### src/rtl/rld_rrd_unit_if.sv
// Bus bundle for rld_rrd_unit: CPU request/result signals plus the data-memory request/ack port.
interface rld_rrd_unit_if;
    logic        start;
    logic        dir;
    logic [7:0]  acc_in;
    logic [15:0] hl_in;
    logic        c_in;
    logic [15:0] mem_addr;
    logic        mem_rd;
    logic        mem_wr;
    logic [7:0]  mem_wdata;
    logic [7:0]  mem_rdata;
    logic        mem_ack;
    logic [7:0]  acc_out;
    logic        acc_we;
    logic [7:0]  flags;
    logic        flags_we;
    logic        busy;
    logic        done;
    logic        err;

    modport master (
        input  start, dir, acc_in, hl_in, c_in, mem_rdata, mem_ack,
        output mem_addr, mem_rd, mem_wr, mem_wdata, acc_out, acc_we, flags, flags_we, busy, done, err
    );

    modport slave (
        output start, dir, acc_in, hl_in, c_in, mem_rdata, mem_ack,
        input  mem_addr, mem_rd, mem_wr, mem_wdata, acc_out, acc_we, flags, flags_we, busy, done, err
    );
endinterface

### src/rtl/rld_rrd_unit.sv
// Z80 RLD/RRD read-modify-write engine; start->done 4 cycles plus ack waits, start ignored while busy.
// Optional ack-wait timeout with err pulse when RLDRRD_ACK_TIMEOUT_EN is defined.
module rld_rrd_unit #(
    parameter int TIMEOUT = 255
) (
    input  logic               clk,
    input  logic               reset,
    rld_rrd_unit_if.master     bus
);

    typedef enum logic [2:0] {
        S_IDLE,
        S_READ,
        S_CALC,
        S_WRITE,
        S_DONE
    } state_t;

    state_t      state;
    state_t      state_nxt;

    logic        dir_q;
    logic        c_q;
    logic [7:0]  acc_q;
    logic [15:0] addr_q;
    logic [7:0]  m_q;
    logic [7:0]  mnew_q;
    logic [7:0]  anew_q;
    logic [7:0]  fnew_q;
    logic [7:0]  acc_out_q;
    logic [7:0]  flags_q;

    logic [7:0]  mnew;
    logic [7:0]  anew;
    logic [7:0]  fnew;
    logic        tout;

    always_comb begin
        mnew = 8'h00;
        anew = 8'h00;
        if (dir_q) begin
            mnew = {acc_q[3:0], m_q[7:4]};
            anew = {acc_q[7:4], m_q[3:0]};
        end else begin
            mnew = {m_q[3:0], acc_q[3:0]};
            anew = {acc_q[7:4], m_q[7:4]};
        end
        // {S,Z,F5,H,F3,PV,N,C}; PV is set for even parity
        fnew = {anew[7], (anew == 8'h00), anew[5], 1'b0, anew[3], ~^anew, 1'b0, c_q};
    end

    always_comb begin
        state_nxt = state;
        case (state)
            S_IDLE:  if (bus.start) state_nxt = S_READ;
            S_READ: begin
                if (bus.mem_ack)  state_nxt = S_CALC;
                else if (tout)    state_nxt = S_IDLE;
            end
            S_CALC:  state_nxt = S_WRITE;
            S_WRITE: begin
                if (bus.mem_ack)  state_nxt = S_DONE;
                else if (tout)    state_nxt = S_IDLE;
            end
            S_DONE:  state_nxt = S_IDLE;
            default: state_nxt = S_IDLE;
        endcase
    end

    always_ff @(posedge clk or posedge reset) begin
        if (reset) begin
            state     <= S_IDLE;
            dir_q     <= 1'b0;
            c_q       <= 1'b0;
            acc_q     <= 8'h00;
            addr_q    <= 16'h0000;
            m_q       <= 8'h00;
            mnew_q    <= 8'h00;
            anew_q    <= 8'h00;
            fnew_q    <= 8'h00;
            acc_out_q <= 8'h00;
            flags_q   <= 8'h00;
        end else begin
            state <= state_nxt;
            if (state == S_IDLE && bus.start) begin
                dir_q  <= bus.dir;
                acc_q  <= bus.acc_in;
                addr_q <= bus.hl_in;
                c_q    <= bus.c_in;
            end
            if (state == S_READ && bus.mem_ack) m_q <= bus.mem_rdata;
            if (state == S_CALC) begin
                mnew_q <= mnew;
                anew_q <= anew;
                fnew_q <= fnew;
            end
            // Architectural results only change on entry to DONE, so a timeout leaves them intact
            if (state == S_WRITE && bus.mem_ack) begin
                acc_out_q <= anew_q;
                flags_q   <= fnew_q;
            end
        end
    end

`ifdef RLDRRD_ACK_TIMEOUT_EN
    logic [7:0] wait_cnt;
    logic       err_q;

    assign tout = (({1'b0, wait_cnt} + 9'd1) == 9'(TIMEOUT));

    always_ff @(posedge clk or posedge reset) begin
        if (reset) begin
            wait_cnt <= 8'h00;
            err_q    <= 1'b0;
        end else begin
            wait_cnt <= ((state == S_READ || state == S_WRITE) && state_nxt == state)
                        ? wait_cnt + 8'd1 : 8'h00;
            err_q    <= (state == S_READ || state == S_WRITE) && !bus.mem_ack && tout;
        end
    end

    assign bus.err = err_q;
`else
    logic unused_timeout;
    assign unused_timeout = (TIMEOUT == 0);
    assign tout           = 1'b0;
    assign bus.err        = 1'b0;
`endif

    assign bus.mem_addr  = addr_q;
    assign bus.mem_rd    = (state == S_READ);
    assign bus.mem_wr    = (state == S_WRITE);
    assign bus.mem_wdata = mnew_q;
    assign bus.acc_out   = acc_out_q;
    assign bus.flags     = flags_q;
    assign bus.busy      = (state != S_IDLE);
    assign bus.done      = (state == S_DONE);
    assign bus.acc_we    = (state == S_DONE);
    assign bus.flags_we  = (state == S_DONE);

endmodule

### src/flat_wrapper.sv
// flat-port wrapper written by rule: the top's interface ports become plain ports
module rld_rrd_unit_flat 
#(
    parameter int TIMEOUT = 255
)
  (clk, reset, bus_start, bus_dir, bus_acc_in, bus_hl_in, bus_c_in, bus_mem_rdata, bus_mem_ack, bus_mem_addr, bus_mem_rd, bus_mem_wr, bus_mem_wdata, bus_acc_out, bus_acc_we, bus_flags, bus_flags_we, bus_busy, bus_done, bus_err);
  rld_rrd_unit_if bus_i ();
  input  logic clk;
  input  logic reset;
  input wire logic [$bits(bus_i.start)-1:0] bus_start;
  input wire logic [$bits(bus_i.dir)-1:0] bus_dir;
  input wire logic [$bits(bus_i.acc_in)-1:0] bus_acc_in;
  input wire logic [$bits(bus_i.hl_in)-1:0] bus_hl_in;
  input wire logic [$bits(bus_i.c_in)-1:0] bus_c_in;
  input wire logic [$bits(bus_i.mem_rdata)-1:0] bus_mem_rdata;
  input wire logic [$bits(bus_i.mem_ack)-1:0] bus_mem_ack;
  output wire logic [$bits(bus_i.mem_addr)-1:0] bus_mem_addr;
  output wire logic [$bits(bus_i.mem_rd)-1:0] bus_mem_rd;
  output wire logic [$bits(bus_i.mem_wr)-1:0] bus_mem_wr;
  output wire logic [$bits(bus_i.mem_wdata)-1:0] bus_mem_wdata;
  output wire logic [$bits(bus_i.acc_out)-1:0] bus_acc_out;
  output wire logic [$bits(bus_i.acc_we)-1:0] bus_acc_we;
  output wire logic [$bits(bus_i.flags)-1:0] bus_flags;
  output wire logic [$bits(bus_i.flags_we)-1:0] bus_flags_we;
  output wire logic [$bits(bus_i.busy)-1:0] bus_busy;
  output wire logic [$bits(bus_i.done)-1:0] bus_done;
  output wire logic [$bits(bus_i.err)-1:0] bus_err;
  assign bus_i.start = bus_start;
  assign bus_i.dir = bus_dir;
  assign bus_i.acc_in = bus_acc_in;
  assign bus_i.hl_in = bus_hl_in;
  assign bus_i.c_in = bus_c_in;
  assign bus_i.mem_rdata = bus_mem_rdata;
  assign bus_i.mem_ack = bus_mem_ack;
  assign bus_mem_addr = bus_i.mem_addr;
  assign bus_mem_rd = bus_i.mem_rd;
  assign bus_mem_wr = bus_i.mem_wr;
  assign bus_mem_wdata = bus_i.mem_wdata;
  assign bus_acc_out = bus_i.acc_out;
  assign bus_acc_we = bus_i.acc_we;
  assign bus_flags = bus_i.flags;
  assign bus_flags_we = bus_i.flags_we;
  assign bus_busy = bus_i.busy;
  assign bus_done = bus_i.done;
  assign bus_err = bus_i.err;
  rld_rrd_unit #(.TIMEOUT(TIMEOUT)) u_core (.clk(clk), .reset(reset), .bus(bus_i));
endmodule
### config.mk
export PLATFORM = sky130hd
export DESIGN_NAME = rld_rrd_unit_flat
export DESIGN_NICKNAME = d
export VERILOG_FILES = /design/src/rtl/rld_rrd_unit_if.sv /design/src/rtl/rld_rrd_unit.sv /design/src/flat_wrapper.sv
export SDC_FILE = /design/constraint.sdc
export NUM_CORES = 1
export LEC_CHECK = 0
export CAP_MARGIN = 40
export CELL_PAD_IN_SITES_DETAIL_PLACEMENT = 0
export CELL_PAD_IN_SITES_GLOBAL_PLACEMENT = 1
export CORE_UTILIZATION = 32
export DETAILED_ROUTE_END_ITERATION = 10
export PLACE_DENSITY_LB_ADDON = 0.25
export SLEW_MARGIN = 20
export SYNTH_ARGS = -nofsm -noshare
export SYNTH_HDL_FRONTEND = slang
export SYNTH_SLANG_ARGS = --single-unit
### constraint.sdc
create_clock -name clk -period 3.4 [get_ports clk]
set_clock_uncertainty 0.1 [all_clocks]
set_input_delay 0.51 -clock clk [delete_from_list [all_inputs] [get_ports clk]]
set_output_delay 0.51 -clock clk [all_outputs]
set_load 0.005 [all_outputs]
# == Word level (Yosys, flattened, before mapping) ==
# Cells that the tools add are included.
# totals
regBits,73
latchBits,0
ramBits,0
rom_bits,0
inputBits,38
out_inout_bits,47
wordCells,32
mem_count,0
# op_classes
add_sub_neg,0
mul,0
n_div,0
magnitude_cmp,0
eq_ne,7
shifts,0
mux,6
bitwise_logic,0
reduce_logical,8
# op_table
op,n
$pmux W3 S4,1
$mux W3,3
$logic_not A8 Y1,1
$mux W8,1
$reduce_xnor A8 Y1,1
$eq A3 B2 Y1 const B,2
$ne A2 B2 Y1 const B,3
$mux W4,1
$eq A3 B1 Y1 const B,1
$eq A3 B3 Y1 const B,1
$logic_and A1 B1 Y1,3
$logic_not A3 Y1,1
$reduce_and A3 Y1,1
$reduce_bool A3 Y1,1

# == Logic depth before layout (Yosys ltp) ==
# Gate-level depths: netlist of run 1.
# logic_depth
depth_word,3
depth_mapped,7
mapped_depth_nobuf,5

# == Least setup slack after synthesis of run 1 ==
# OpenSTA, ideal clock, no wires.
# synth_timing
kind,register -> register
startpoint,register u_core.dir_q
endpoint,register u_core.fnew_q[2]
setup_time_ns,0.119
t_arrival_ns,1.557
required_ns,3.181
slack_ns,1.624
path_stages_with_launch,8
n_path_buf,2
synth_period_minus_slack_ns,1.776
cell_sequence,dfrtp_1 -> buf_2 -> buf_2 -> mux2i_1 -> ha_1 -> xnor2_1 -> xnor2_1 -> o21ai_2
# synth_via
elab_chain_len,2
# synth_rtl
element,line_no,text
"start, declared",rld_rrd_unit.sv:22,logic dir_q;
"start signal, assigned",rld_rrd_unit.sv:86,dir_q <= bus.dir;
$mux W4,rld_rrd_unit.sv:41,if (dir_q) begin
$reduce_xnor A8 Y1,rld_rrd_unit.sv:49,"fnew = {anew[7], (anew == 8'h00), anew[5], 1'b0, anew[3], ~^anew, 1'b0, c_q};"
"end signal, assigned",rld_rrd_unit.sv:95,fnew_q <= fnew;
"end, declared",rld_rrd_unit.sv:29,logic [7:0] fnew_q;
# Every way passes these cells.
# A chain may end at the register's enable or synchronous reset.

# == Worst setup path in the final report of run 1 ==
# layout_timing
startpoint,register u_core.state[1]
endpoint,output bus_busy
# layout_via
elab_chain_len,1
# layout_rtl
element,line_no,text
"start, declared",rld_rrd_unit.sv:19,state_t state;
"start signal, assigned",rld_rrd_unit.sv:84,state <= state_nxt;
$reduce_bool A3 Y1,rld_rrd_unit.sv:136,assign bus.busy = (state != S_IDLE);
"end, declared",flat_wrapper.sv:25,output wire logic [$bits(bus_i.busy)-1:0] bus_busy;
# Every way passes these cells.

==> results.py, run 1 <==
metrics = {
    "timing": {
        "rsz0062_at_grt": "no",
        "finalCritPeriodShare_pct": 70.0,
        "timing.setup.tns_ns": 0,
        "slew_headroom_pct": 55.2,
        "worst_pin_slew_ns": 0.669,
        "max_freq_ghz": 0.420,
        "min_period_ns": 2.38,
        "slew_viol_final": 0,
        "timing.final.ws_setup_ns": 1.02,
        "setup_violations": 0,
        "finalHoldViolations": 0,
    },
    "layout": {
        "final_util_pct": 44.6,
        "syn_to_final_growth_pct": 34.3,
        "fin_cells": 403,
        "layout-drive-gt1-share_pct": 24.4,
        "mostFrequentLayoutCell": "clkdlybuf4s50_1",
        "layout_common_cells": "81 x clkdlybuf4s50_1, 67 x dfrtp_1, 40 x mux2_2, 23 x nand2_1, 12 x mux2i_1",
        "fill_cells": 831,
        "fin_nets": 333,
        "n_antenna_cell": 0,
    },
    "logic_synthesis": {
        "synthArstFlopShare_pct": 100,
        "synth.avg_cell_area_sq_um": 13.5,
        "synth_fa_ha_area_share_pct": 1.73,
        "yosys_warnings": 0,
        "syn_inst": 214,
        "syn_area_sq_mm": 0.00290,
        "synth_top_family_by_area": "multiplexers",
        "synth-edff-count": 0,
        "synth-simple-area-share_pct": 6.96,
        "yosysSeqAreaShare_pct": 57.9,
        "synth_flop_cell": "dfrtp_1",
        "synthDistinctLibCells": 29,
        "synth_compound_area_share_pct": 4.84,
        "yosys-mux-area-fraction_pct": 20.6,
        "synth-xor-area-share_pct": 1.21,
        "ys_seq_elements": 67,
    },
    "power_and_ir_drop": {
        "power.total_mw": 3.54,
        "ir_drop_v": 0.000487,
        "leakage_nw": 1.69,
        "power_density_mw_per_mm2": 911,
    },
    "placement": {
        "gp_congestion": 0.707,
        "pre_cts_ws_ns": 0.985,
        "hpwl_um": 3980,
        "portBuffers": 81,
        "dp_cells": 388,
    },
    "cts": {
        "cts_root_buf": "clkbuf_8",
        "cts_resized": 0,
        "clk_pin_slew_ns": 0.06,
        "clock-sinks": 67,
        "insertion_delay_ns": 0.33,
        "ctsLongestPathBuffers": 2,
        "hold_buffers": 0,
        "cts_tree": "built",
        "h-tree-depth": 3,
        "post_cts_buffers": 0,
        "cts_buffers": 9,
    },
    "run_status": {
        "status": "complete, no violations",
    },
    "floorplan": {
        "fp-row-count": 34,
        "fp.dieW_um": 97.1,
        "start_util_pct": 33.2,
        "die_h_um": 97.1,
        "pin_count": 85,
        "dieArea_sq_mm": 0.00943,
        "design.core.area_sq_mm": 0.00872,
    },
    "detailed_routing": {
        "drtIter0Drc": 47,
        "drtAntennaViolNets": 0,
        "wl_um": 5550,
        "drcViolationCount": 0,
        "wl_per_cell_um": 13.8,
        "firstDrtPassIters": 4,
        "vias": 1822,
        "viasPerCell": 4.52,
    },
    "global_route": {
        "overflow": 0,
        "use_met1_pct": 15.1,
        "gr-max-usage-layer": "met2",
        "gr-usage-met2_pct": 20.5,
        "use_met3_pct": 5.61,
        "grt_pass1_wl_um": 9240,
        "grt_max_degree": 40,
        "grt_pass1_vias": 1876,
        "grt_usage_pct": 12.6,
        "antenna_found_initial": 0,
    },
    "setup_path": {
        "cpMaxStageDelayCell": "dfrtp_1",
        "r2r_cells": 5,
        "critPathRequiredTime_ns": 2.79,
        "r2r_end": "u_core.fnew_q[2]",
        "critPathMaxFanout": 9,
        "cpPeakStageDelay_ns": 0.50,
        "worstReg2RegStart": "u_core.dir_q",
        "critical_path_class": "flip-flop to output pin",
        "regToRegSetupSlack_ns": 1.36,
        "crit_chain": "or3_2 -> clkdlybuf4s50_1",
        "cp.arrival_ns": 1.77,
        "endpoint_kind": "output pin",
        "start_kind": "flip-flop",
    },
    "min_path": {
        "min_to": "u_core.bus.mem_wdata[2]",
        "hp-class": "flip-flop to flip-flop",
        "hp-start": "u_core.bus.mem_wdata[2]",
        "holdPathStages": 2,
    },
    "flow_run": {
        "max_cap_violations": 0,
    },
}
-- how the worst max path moves through the flow --
stage / from / to / cells after the start
after floorplan: reset / u_core.acc_q[0] / 1
final: u_core.state[1] / bus_busy / 2
after global routing: u_core.state[1] / bus_done / 2
after global placement: bus_start / u_core.bus.mem_addr[15] / 4
after detailed placement: bus_start / u_core.bus.mem_addr[8] / 4
after CTS: u_core.state[2] / bus_done / 2
-- kinds of logic after synthesis --
| logic type | Yosys count |
|---|---|
| buf+inv | 26 |
| other cells | 1 |
| mux | 54 |
| xor+xnor | 4 |
| simple gates | 36 |
| fa+ha+maj | 4 |
| flops | 67 |
| compound gates | 22 |
-- power breakdown --
| part | switching, mW | total [mW] | leakage [nW] | internal (mW) |
|---|---|---|---|---|
| logic | 0.577 | 1.55 | 0.782 | 0.969 |
| registers | 0.267 | 1.45 | 0.822 | 1.18 |
| clock network | 0.274 | 0.552 | 0.0860 | 0.277 |
-- cells in the mapped netlist, types with 2 or more instances --
library cell / instances / share of area (%)
o21ai_0: 10 / 1.7
o21ai_2: 8 / 2.4
inv_1: 6 / 0.78
buf_2: 3 / 0.52
xor2_1: 2 / 0.61
o21ai_1: 4 / 0.69
nand2_1: 23 / 3.0
buf_4: 10 / 2.6
mux2i_1: 12 / 4.1
nor3b_1: 2 / 0.52
xnor2_1: 2 / 0.61
ha_1: 4 / 1.7
mux2_2: 40 / 16
buf_6: 7 / 2.7
dfrtp_1: 67 / 58
-- worst max-delay path: cells and delay by family, from the launching register on --
family        cells  cell delay, ns
buf+inv           1            0.45
flops             1            0.50
simple gates      1            0.49
-- per-stage QoR --
step,area [sq um],hold slack (ns)
global route,3890,0.404
floorplan,2900,0.345
finish,3890,0.380
detailed placement,3730,0.370
global placement,3730,0.360
CTS,3890,0.385
-- registers in the layout, indices dropped and copies added, names as in the netlist --
| signal | cells |
|---|---|
| u_core.bus.mem_addr | 16 |
| u_core.acc_q | 8 |
| u_core.anew_q | 8 |
| u_core.bus.acc_out | 8 |
| u_core.bus.mem_wdata | 8 |
| u_core.m_q | 8 |
| u_core.bus.flags | 3 |
| u_core.fnew_q | 3 |
| u_core.state | 3 |
| u_core.c_q | 1 |
| u_core.dir_q | 1 |
-- per-layer routing --
metal,vias to the layer above,part of all wire [%]
met3,6,6.4
met4,0,1.2
met2,53,47
met5,-,0
met1,889,45
li1,874,-
-- area by class of cell --
cell class / count / area [sq um] / share of cell area, %
Timing Repair Buffer: 84 / 858 / 22.1
Sequential cell: 67 / 1680 / 43.1
Clock buffer: 12 / 145 / 3.73
Multi-Input combinational cell: 123 / 1030 / 26.6
Tap cell: 108 / 135 / 3.48
Clock inverter: 3 / 15.0 / 0.386
Inverter: 6 / 22.5 / 0.579
Note: power is estimated with default switching activity, not from simulation.
==> inputs of run 2 (changes only) <==
==> constraint.sdc (replaced) <==
create_clock -name clk -period 2 [get_ports clk]
set_clock_uncertainty 0.1 [all_clocks]
set_input_delay 0.3 -clock clk [delete_from_list [all_inputs] [get_ports clk]]
set_output_delay 0.3 -clock clk [all_outputs]
set_load 0.005 [all_outputs]
==> run 2 against run 1 <==
  * Non-clock buffer count rose by 16
  * Global-route usage rose by 0.67 points
  * Die area did not move
  * Worst hold slack got worse by 0.19 ns
  * Core utilization rose by 2.1 points
  * First-iteration DRC count rose by 11%
  * Register-to-register slack got worse by 1.2 ns
  * Via count rose by 2.8%
  * Cell area rose by 4.7%
  * Power rose by 80%
  * Critical path type unchanged
==> results.py, run 2 (synthesis results as in run 1) <==
metrics = {
    "timing": {
        "min_period_ns": 1.91,
        "timing.setup.tns_ns": 0,
        "setup_violations": 0,
        "finalCritPeriodShare_pct": 95.7,
        "rsz0062_at_grt": "no",
        "slew_viol_final": 0,
        "max_freq_ghz": 0.522,
        "finalHoldViolations": 0,
    },
    "run_status": {
        "status": "complete, no violations",
    },
    "layout": {
        "layout-drive-gt1-share_pct": 30.2,
        "layout_common_cells": "75 x clkdlybuf4s50_1, 64 x dfrtp_1, 40 x mux2_2, 23 x nand2_1, 16 x buf_4",
        "regArea_sq_mm": 0.00168,
        "final_util_pct": 46.7,
        "n_antenna_cell": 0,
        "fin_nets": 349,
        "fill_cells": 821,
        "syn_to_final_growth_pct": 40.6,
        "mostFrequentLayoutCell": "clkdlybuf4s50_1",
        "largest_register_ffs": 16,
        "multiInputGateArea_sq_mm": 0.00105,
    },
    "setup_path": {
        "critPathRequiredTime_ns": 1.60,
        "critPathMaxFanout": 4,
        "r2r_cells": 5,
        "regToRegSetupSlack_ns": 0.17,
        "r2r_end": "u_core.fnew_q[2]",
        "endpoint_kind": "output pin",
        "worstReg2RegStart": "u_core.dir_q",
        "cp.arrival_ns": 1.51,
        "start_kind": "flip-flop",
        "critical_path_class": "flip-flop to output pin",
    },
    "floorplan": {
        "pin_count": 85,
        "design.core.area_sq_mm": 0.00872,
        "start_util_pct": 33.2,
        "fp.dieW_um": 97.1,
        "dieArea_sq_mm": 0.00943,
        "fp-row-count": 34,
        "die_h_um": 97.1,
    },
    "min_path": {
        "hp-class": "input port to async pin",
    },
    "placement": {
        "portBuffers": 81,
        "gp_congestion": 0.719,
        "hpwl_um": 3950,
    },
    "detailed_routing": {
        "drcViolationCount": 0,
        "wl_per_cell_um": 13.7,
        "vias": 1873,
        "viasPerCell": 4.47,
        "drtIter0Drc": 52,
        "firstDrtPassIters": 3,
        "wl_um": 5760,
        "drtAntennaViolNets": 0,
    },
    "cts": {
        "cts_buffers": 9,
        "cts_root_buf": "clkbuf_8",
        "insertion_delay_ns": 0.34,
        "cts_tree": "built",
        "ctsLongestPathBuffers": 2,
        "clock-sinks": 67,
        "clk_pin_slew_ns": 0.07,
        "h-tree-depth": 3,
    },
    "global_route": {
        "grt_pass1_vias": 1966,
        "overflow": 0,
        "grt_pass1_wl_um": 9710,
        "grt_usage_pct": 13.3,
        "grt_max_degree": 31,
        "antenna_found_initial": 0,
    },
    "power_and_ir_drop": {
        "ir_drop_v": 0.000528,
        "leakage_nw": 1.81,
        "power_density_mw_per_mm2": 1570,
    },
    "flow_run": {
        "max_cap_violations": 0,
    },
}
==> run 2: through the flow <==
stage	area, sq um	hold slack, ns	setup WS, ns	cells	total power, mW
6_report	4070	0.186	0.0854	419	6.38
5_1_grt	4070	0.195	0.00559	419	6.87
4_1_cts	4060	0.179	0.0124	417	6.49
3_5_place_dp	3800	0.370	0.128	395	5.27
3_3_place_gp	3800	0.363	0.138	395	5.22
2_1_floorplan	2910	0.317	0.224	216	4.11
==> run 2: worst max path at each step <==
| stage | from | end | slack [ns] | cells past startpoint |
|---|---|---|---|---|
| 2_1_floorplan | u_core.dir_q | u_core.fnew_q[2] | 0.22 | 7 |
| 3_5_place_dp | bus_start | u_core.bus.mem_addr[4] | 0.13 | 4 |
| 3_3_place_gp | bus_start | u_core.bus.mem_addr[3] | 0.14 | 4 |
| 5_1_grt | u_core.dir_q | u_core.fnew_q[2] | 0.006 | 5 |
| 6_report | u_core.state[2] | bus_busy | 0.09 | 3 |
| 4_1_cts | u_core.state[2] | bus_busy | 0.01 | 3 |
==> run 2: critical path, cell delays in order (launching register included) <==
cell and delay [ns]:
dfrtp_2 0.40, buf_4 0.15, or3_2 0.41, clkdlybuf4s15_1 0.22
==> run 2: area by class of cell <==
type / instances / share of cell area, %
tap: 108 / 3.32
sequential: 67 / 41.3
multi-input combinational: 123 / 25.7
inverter: 6 / 0.646
timing repair buffer: 100 / 24.2
clock inverter: 1 / 0.123
clock buffer: 14 / 4.73
==> run 2: metal layers <==
layer | vias up | track usage [%] | routed length (um) | part of all wire, %
met3 | 9 | 5.04 | 311 | 5.4
met5 | - | 0 | 0 | 0
met4 | 0 | 5.17 | 81 | 1.4
li1 | 908 | - | - | -
met2 | 51 | 21.0 | 2790 | 49
met1 | 905 | 16.3 | 2570 | 45
==> run 2: power breakdown <==
group | internal, mW | switching [mW]
combinational | 1.79 | 1.10
sequential | 2.01 | 0.388
clock | 0.611 | 0.481
==> run 2: repair_timing <==
item,4_1_cts,5_1_grt
hold buffers,0,0
setup buffers,7,2
setup endpoints to repair,6,1
gates resized for setup,12,0
